## config.mk

```make
export PLATFORM = sky130hd
export DESIGN_NAME = cnt_seq_ctrl
export DESIGN_NICKNAME = d
export VERILOG_FILES = /design/src/rtl/cnt_seq_ctrl.sv
export SDC_FILE = /design/constraint.sdc
export NUM_CORES = 1
export LEC_CHECK = 0
export ABC_AREA = 1
export BUFFER_PORTS_ARGS = -buffer_cell sky130_fd_sc_hd__buf_2
export CAP_MARGIN = 20
export CORE_UTILIZATION = 44
export CTS_CLUSTER_DIAMETER = 60
export DETAILED_ROUTE_END_ITERATION = 10
export PLACE_DENSITY = 0.71
export SYNTH_ARGS = -nofsm -noshare
export SYNTH_HDL_FRONTEND = slang
export SYNTH_SLANG_ARGS = --single-unit
```

## constraint.sdc

```tcl
create_clock -name clk -period 1.26 [get_ports clk]
set_input_delay 0.252 -clock clk [delete_from_list [all_inputs] [get_ports clk]]
set_output_delay 0.252 -clock clk [all_outputs]
set_load 0.01 [all_outputs]
```

## src/rtl/cnt_seq_ctrl.sv

```systemverilog
// cnt_seq_ctrl: T-flip-flop counter sequenced by an IDLE/RUN/PAUSE/DONE FSM with a config handshake.
// Define CNT_PRESCALE_EN to add the cfg_presc input and an advance prescaler.
module cnt_seq_ctrl #(
   parameter int WIDTH = 3
) (
   input  logic             clk,
   input  logic             rst,
   input  logic             cfg_valid,
   output logic             cfg_ready,
   input  logic [WIDTH-1:0] cfg_limit,
   input  logic             cfg_mode,
`ifdef CNT_PRESCALE_EN
   input  logic [3:0]       cfg_presc,
`endif
   input  logic             start,
   input  logic             stop,
   output logic [WIDTH-1:0] q,
   output logic             tc,
   output logic             busy,
   output logic             done
);
   typedef enum logic [1:0] {IDLE, RUN, PAUSE, DONE} state_t;
   state_t state, state_nx;
   logic [WIDTH-1:0] limit, q_nx, tog;
   logic mode, tc_nx, hs, adv, go;
   assign cfg_ready = (state == IDLE) || (state == DONE);
   assign busy = (state == RUN) || (state == PAUSE);
   assign done = (state == DONE);
   assign hs = cfg_valid && cfg_ready;
   // each stage toggles only when every lower stage is 1
   for (genvar i = 0; i < WIDTH; i++) begin : g_t
      if (i == 0) begin : g_b0
         assign tog[i] = 1'b1;
      end else begin : g_bi
         assign tog[i] = &q[i-1:0];
      end
   end
`ifdef CNT_PRESCALE_EN
   logic [3:0] presc, pcnt, pcnt_nx;
   assign adv = (pcnt == presc);
   assign pcnt_nx = go ? 4'd0 : (state == RUN && !stop) ? (adv ? 4'd0 : pcnt + 4'd1) : pcnt;
   always_ff @(posedge clk or negedge rst) begin
      if (!rst) begin
         presc <= 4'd0;
         pcnt <= 4'd0;
      end else begin
         pcnt <= pcnt_nx;
         if (hs) presc <= cfg_presc;
      end
   end
`else
   assign adv = 1'b1;
`endif
   always_comb begin
      state_nx = state;
      q_nx = q;
      tc_nx = 1'b0;
      go = 1'b0;
      case (state)
         IDLE, DONE: begin
            if (hs) q_nx = '0;
            if (stop) begin
               state_nx = IDLE;
               q_nx = '0;
            end else if (start) begin
               state_nx = RUN;
               q_nx = '0;
               go = 1'b1;
            end
         end
         RUN: begin
            if (stop) begin
               state_nx = PAUSE;
            end else if (adv) begin
               if (q != limit) begin
                  q_nx = q ^ tog;
               end else begin
                  tc_nx = 1'b1;
                  q_nx = mode ? '0 : q;
                  state_nx = mode ? RUN : DONE;
               end
            end
         end
         PAUSE: begin
            if (stop) begin
               state_nx = IDLE;
               q_nx = '0;
            end else if (start) begin
               state_nx = RUN;
            end
         end
         default: state_nx = IDLE;
      endcase
   end
   always_ff @(posedge clk or negedge rst) begin
      if (!rst) begin
         state <= IDLE;
         q <= '0;
         limit <= '1;
         mode <= 1'b1;
         tc <= 1'b0;
      end else begin
         state <= state_nx;
         q <= q_nx;
         tc <= tc_nx;
         if (hs) begin
            limit <= cfg_limit;
            mode <= cfg_mode;
         end
      end
   end
endmodule

```

== Word-level counts from Yosys, hierarchy flattened ==
Cells that the tools add are included.
W data, S select, Z words.
Word-level totals
  bits in registers: 10
  input port bits: 9
Operators by class
  equal/unequal tests: 10
  muxes and demuxes: 17
  bitwise logic cells: 1
  reduce and logical (&&, ||, !) cells: 9
Operators with widths (number)
  $mux W3: 7
  $mux W2: 5
  $pmux W3 S3: 1
  $eq A2 B2 Y1 const B: 2
  $ne A2 B2 Y1 const B: 2
  $ne A4 B4 Y1 const B: 1
  $pmux W2 S2: 1
  $reduce_and A2 Y1: 2
  $reduce_and A4 Y1: 1
  $mux W1: 3
  $ne A3 B1 Y1 const B: 1
  $ne A3 B2 Y1 const B: 1
  $ne A3 B3 Y1: 1
  $ne A3 B3 Y1 const B: 1
  $reduce_or A3 Y1: 1
  $xor A3 B3 Y3: 1
  $eq A2 B1 Y1 const B: 1
  $logic_not A2 Y1: 1
  $logic_or A1 B1 Y1: 2
  $reduce_or A2 Y1: 1
  $logic_and A1 B1 Y1: 1

== Logic depth before layout (Yosys ltp) ==
  word-level depth: 7
  depth in mapped cells: 10

== Worst setup path before layout ==
No wires, ideal clock.
  kind: reg-to-reg
  from: register state[0]
  to: register q[1]
  data arrival time: 1.296 ns
  required time: 1.142 ns
  slack: -0.154 ns
  cell stages (with the launch flop): 11
  path buffers: 0
  path through: dfrtp_1 > inv_1 > ha_1 > inv_2 > nor2_1 > nand2_1 > nand2_1 > nand2_2 > nand2_2 > nand3_1 > nand2_1
Between the ends
  word-level cells in the longest chain between the ends: 5
  elaborated cells between the ends (all ways): 13
RTL lines
  from (decl): RTL line 23  | state_t state, state_nx;
  from (signal assigned): RTL line 103  | state <= state_nx;
  $eq A2 B2 Y1 or $logic_not A2 Y1 (tied branches): RTL line 26  | assign cfg_ready = (state == IDLE) || (state == DONE);
  $logic_or A1 B1 Y1 *: RTL line 26
  via cfg_ready: RTL line 9  | output logic cfg_ready,
  $logic_and A1 B1 Y1 *: RTL line 29  | assign hs = cfg_valid && cfg_ready;
  $ne A4 B4 Y1 (no source line) *
  $reduce_and A4 Y1 (no source line) *
  to (signal assigned): RTL line 104  | q <= q_nx;
  to (decl): RTL line 17  | output logic [WIDTH-1:0] q,
Mark *: on every way through the listed nets, which the timed path passes. The rest lies on a longest branch.
A chain may end at the register's enable or synchronous reset.

== Worst setup path in the final report ==
  from: register state[1]
  to: output busy
Between the ends
  word-level cells in the longest chain between the ends: 2
  elaborated cells between the ends (all ways): 3
RTL lines
  $eq A2 B1 Y1 or $eq A2 B2 Y1 (tied branches): RTL line 27  | assign busy = (state == RUN) || (state == PAUSE);
  $logic_or A1 B1 Y1 *: RTL line 27
  to (decl): RTL line 19  | output logic busy,
Every way passes the cells marked *; elsewhere a longest branch is shown, timed or not.

==> summary.md <==
| Metric | Value |
|---|---|
| Post-synthesis cell type count | `17` |
| Syn Nets | `87` |
| Post-synthesis cell count | `73` |
| Failing checks | `setup timing` |
| Post-synthesis sequential area ratio | `41.05%` |
| WL final | `1.401 mm` |
| Worst min-delay path class | `in2reg` |
| H-tree levels | `1` |
| Critical path class | `reg2out` |
| Syn avg cell area | `8.518 µm²` |
| Worst Setup Start Kind | `register` |
| CTS sink count | `10` |
| Post-DRT Antenna Nets | `0` |
| Origin of the critical flop-to-flop path | `state[1]$_DFFE_PN0P_` |
| Routed WL per cell | `12.08 µm` |
| N_diodes | `0` |
| Final period utilization | `112.6%` |
| Pin count of the biggest net entering global routing | `11` |
| Vias per cell | `4.948` |
| Global-route wire length before repair | `2.145 mm` |
| Area of the core | `1301 µm²` |
| Cell depth of the worst flop-to-flop path | `9` |
| Peak supply drop | `1.078 mV` |
| Total gr overflow | `0` |
| Reg-to-reg setup timing slack | `-0.13 ns` |
| GPL Wtd Cong | `0.7146` |
| #FFs+latches synth | `10` |
| Arrival @ worst endpoint | `1.17 ns` |
| Pwr dens | `2230 nW/µm²` |
| Crit Path Max Fanout | `3` |
| Share of cells above drive strength 1 | `56.44%` |
| RSZ-0062 raised after global routing | `true` |
| Die X | `39.60 µm` |
| Cell area after synthesis | `621.8 µm²` |
| Top post-synthesis cells by area | `dfrtp_1 (24%), dfstp_2 (17%), ha_1 (10%)` |
| Die area | `1568 µm²` |
| Hold Startpoint | `stop` |
| Max-slew violation count | `0` |
| IO Pins | `16` |
| Detailed placement HPWL | `1.029 mm` |
| Maximum clock insertion buffer count | `2` |
| Die height | `39.60 µm` |
| 1st-iter DRT viols | `12` |
| Min-Delay Path Depth | `2` |
| Total chip power | `1.978 mW` |
| Yosys warns | `0` |
| FMAX | `704.6 MHz` |
| Final hold viol count | `0` |
| Normalized max-slew margin | `84.67%` |
| Gr usage total | `21.38%` |
| DRT Pass-1 Iters | `4` |
| Leak pwr | `0.4722 nW` |
| Final setup violation count | `6` |
| Clock network latency to the later pin of the worst-skew pair | `0.27 ns` |
| Status | `finished, violations left` |
| Setup ws final | `-0.1593 ns` |
| Max Clock Skew | `0.005264 ns` |
| Area growth syn-to-layout | `42.66%` |
| CTS tree | `built` |
| Root buffer cell | `clkbuf_4` |
| Initial Util | `47.79%` |
| WHS Endpoint | `tc$_DFF_PN0_` |
| Leading area contributor after synthesis | `dfrtp_1` |
| Site Rows | `13` |
| WP data required | `1.01 ns` |
| Fillers | `113` |
| Vias | `574` |
| Worst flop-to-flop path endpoint | `q[0]$_DFFE_PN0P_` |
| Buffers on Ports | `15` |
| Post-synth top area share | `24.14%` |
| Final min period | `1.419 ns` |
| Vias in the first global route | `534` |
| Max_cap viols | `0` |
| Worst slew pin tran | `0.2299 ns` |
| Non-filler cells, final | `116` |
| Post-Place Cells | `109` |
| CP endpoint kind | `output pin` |
| Initial antenna violation count | `0` |
| CTS Buf Count | `3` |
| Layout Nets | `116` |
| CTS clock-pin slew for the worst setup and hold paths | `0.07 ns` |
| DRC Markers | `0` |
power breakdown:
group | switching [mW] | total [mW] | internal, mW
Combinational | 0.600 | 1.13 | 0.525
Sequential | 0.121 | 0.612 | 0.491
Clock | 0.118 | 0.241 | 0.123
Total | 0.839 | 1.98 | 1.14
synthesized netlist by cell type:
library cell   n
inv_1         11
nand3_4        1
nand2_1       16
nand2_4        1
nor2_1         6
dfrtp_1        6
nand4_1        3
ha_1           5
dfstp_2        4
a21oi_1        3
nand2_2        5
mux2_2         2
inv_2          1
nor3_1         1
nand3_1        6
xor2_1         1
xnor2_2        1
registers in the layout, indices dropped and copies added, names as in the netlist:
| register | flops |
|---|---|
| state | 2 |
| mode | 1 |
| limit | 3 |
| tc | 1 |
| q | 3 |
area by class of cell:
type	instances	area (µm²)	area share (%)
multi-input combinational	51	384.1	43.30
sequential	10	259.0	29.20
timing repair buffer	24	151.4	17.07
inverter	12	47.55	5.360
clock buffer	4	26.28	2.962
tap	15	18.77	2.116
repair_timing:
| item | 4_1_cts | 5_1_grt |
|---|---|---|
| endpoints found under the setup margin | 10 | 11 |
| pin swaps | 2 | 13 |
| hold endpoints to repair | 6 | 0 |
| setup buffers | 0 | 2 |
| hold buffers | 1 | 0 |
| gates resized for setup | 4 | 14 |
layer usage:
layer	share of wire, %	wire length, µm	vias to the layer above	GRT usage (%)
met2	54	757	10	38.93
li1	-	-	284	-
met1	41	580	277	24.48
met4	1.2	17	0	5.172
met5	0	0	-	0
met3	3.2	45	3	5.114
metrics by stage:
| step | util [%] | hold slack, ns | setup WS [ns] | TNS (ns) | instance area, µm² |
|---|---|---|---|---|---|
| CTS | 63.65 | 0.2041 | -0.1632 | -0.7725 | 828.3 |
| floorplan | - | -0.04359 | -0.04016 | -0.1746 | 636.9 |
| global placement | 59.62 | 0.1192 | -0.05682 | -0.1549 | 775.7 |
| detailed placement | 59.62 | 0.1210 | -0.07091 | -0.1901 | 775.7 |
| global route | 68.17 | 0.2077 | -0.1944 | -1.214 | 887.1 |
| finish | 68.17 | 0.2084 | -0.1593 | -0.8216 | 887.1 |
cell usage in the layout, fill, tap and decap left out, drive strengths merged:
master / count
nor3: 1
nor2: 6
ha: 5
a21oi: 3
xnor2: 1
nand4: 3
inv: 12
clkbuf: 4
dfstp: 4
mux2: 2
buf: 23
dfrtp: 6
dlygate4sd3: 1
nand2: 22
nand3: 7
xor2: 1
how the worst max path moves through the flow:
stage | cells past startpoint | endpoint | slack (ns) | startpoint
CTS | 3 | done | -0.16 | state[1]$_DFFE_PN0P_
floorplan | 10 | q[1]$_DFFE_PN0P_ | -0.04 | state[0]$_DFFE_PN0P_
finish | 3 | busy | -0.16 | state[1]$_DFFE_PN0P_
global placement | 9 | q[1]$_DFFE_PN0P_ | -0.06 | state[1]$_DFFE_PN0P_
global route | 10 | q[0]$_DFFE_PN0P_ | -0.19 | state[0]$_DFFE_PN0P_
detailed placement | 9 | q[2]$_DFFE_PN0P_ | -0.07 | state[1]$_DFFE_PN0P_
critical path, cell delays in order (launching register included):
cell	delay (ns)
dfrtp_2	0.44
ha_4	0.31
inv_4	0.04
buf_6	0.11
kinds of logic (layout without fill, tap and decap cells):
| logic type | Yosys count | in the layout | share of synthesized area, % |
|---|---|---|---|
| AOI/OAI and AO/OA | 3 | 3 | 2.414 |
| buffers and inverters | 12 | 40 | 7.243 |
| xor gates and xnor gates | 2 | 2 | 4.025 |
| DFF | 10 | 10 | 41.05 |
| and+or+nand+nor | 39 | 39 | 31.59 |
| muxes | 2 | 2 | 3.621 |
| adders and majority gates | 5 | 5 | 10.06 |
Note: power is estimated with default switching activity, not from simulation.
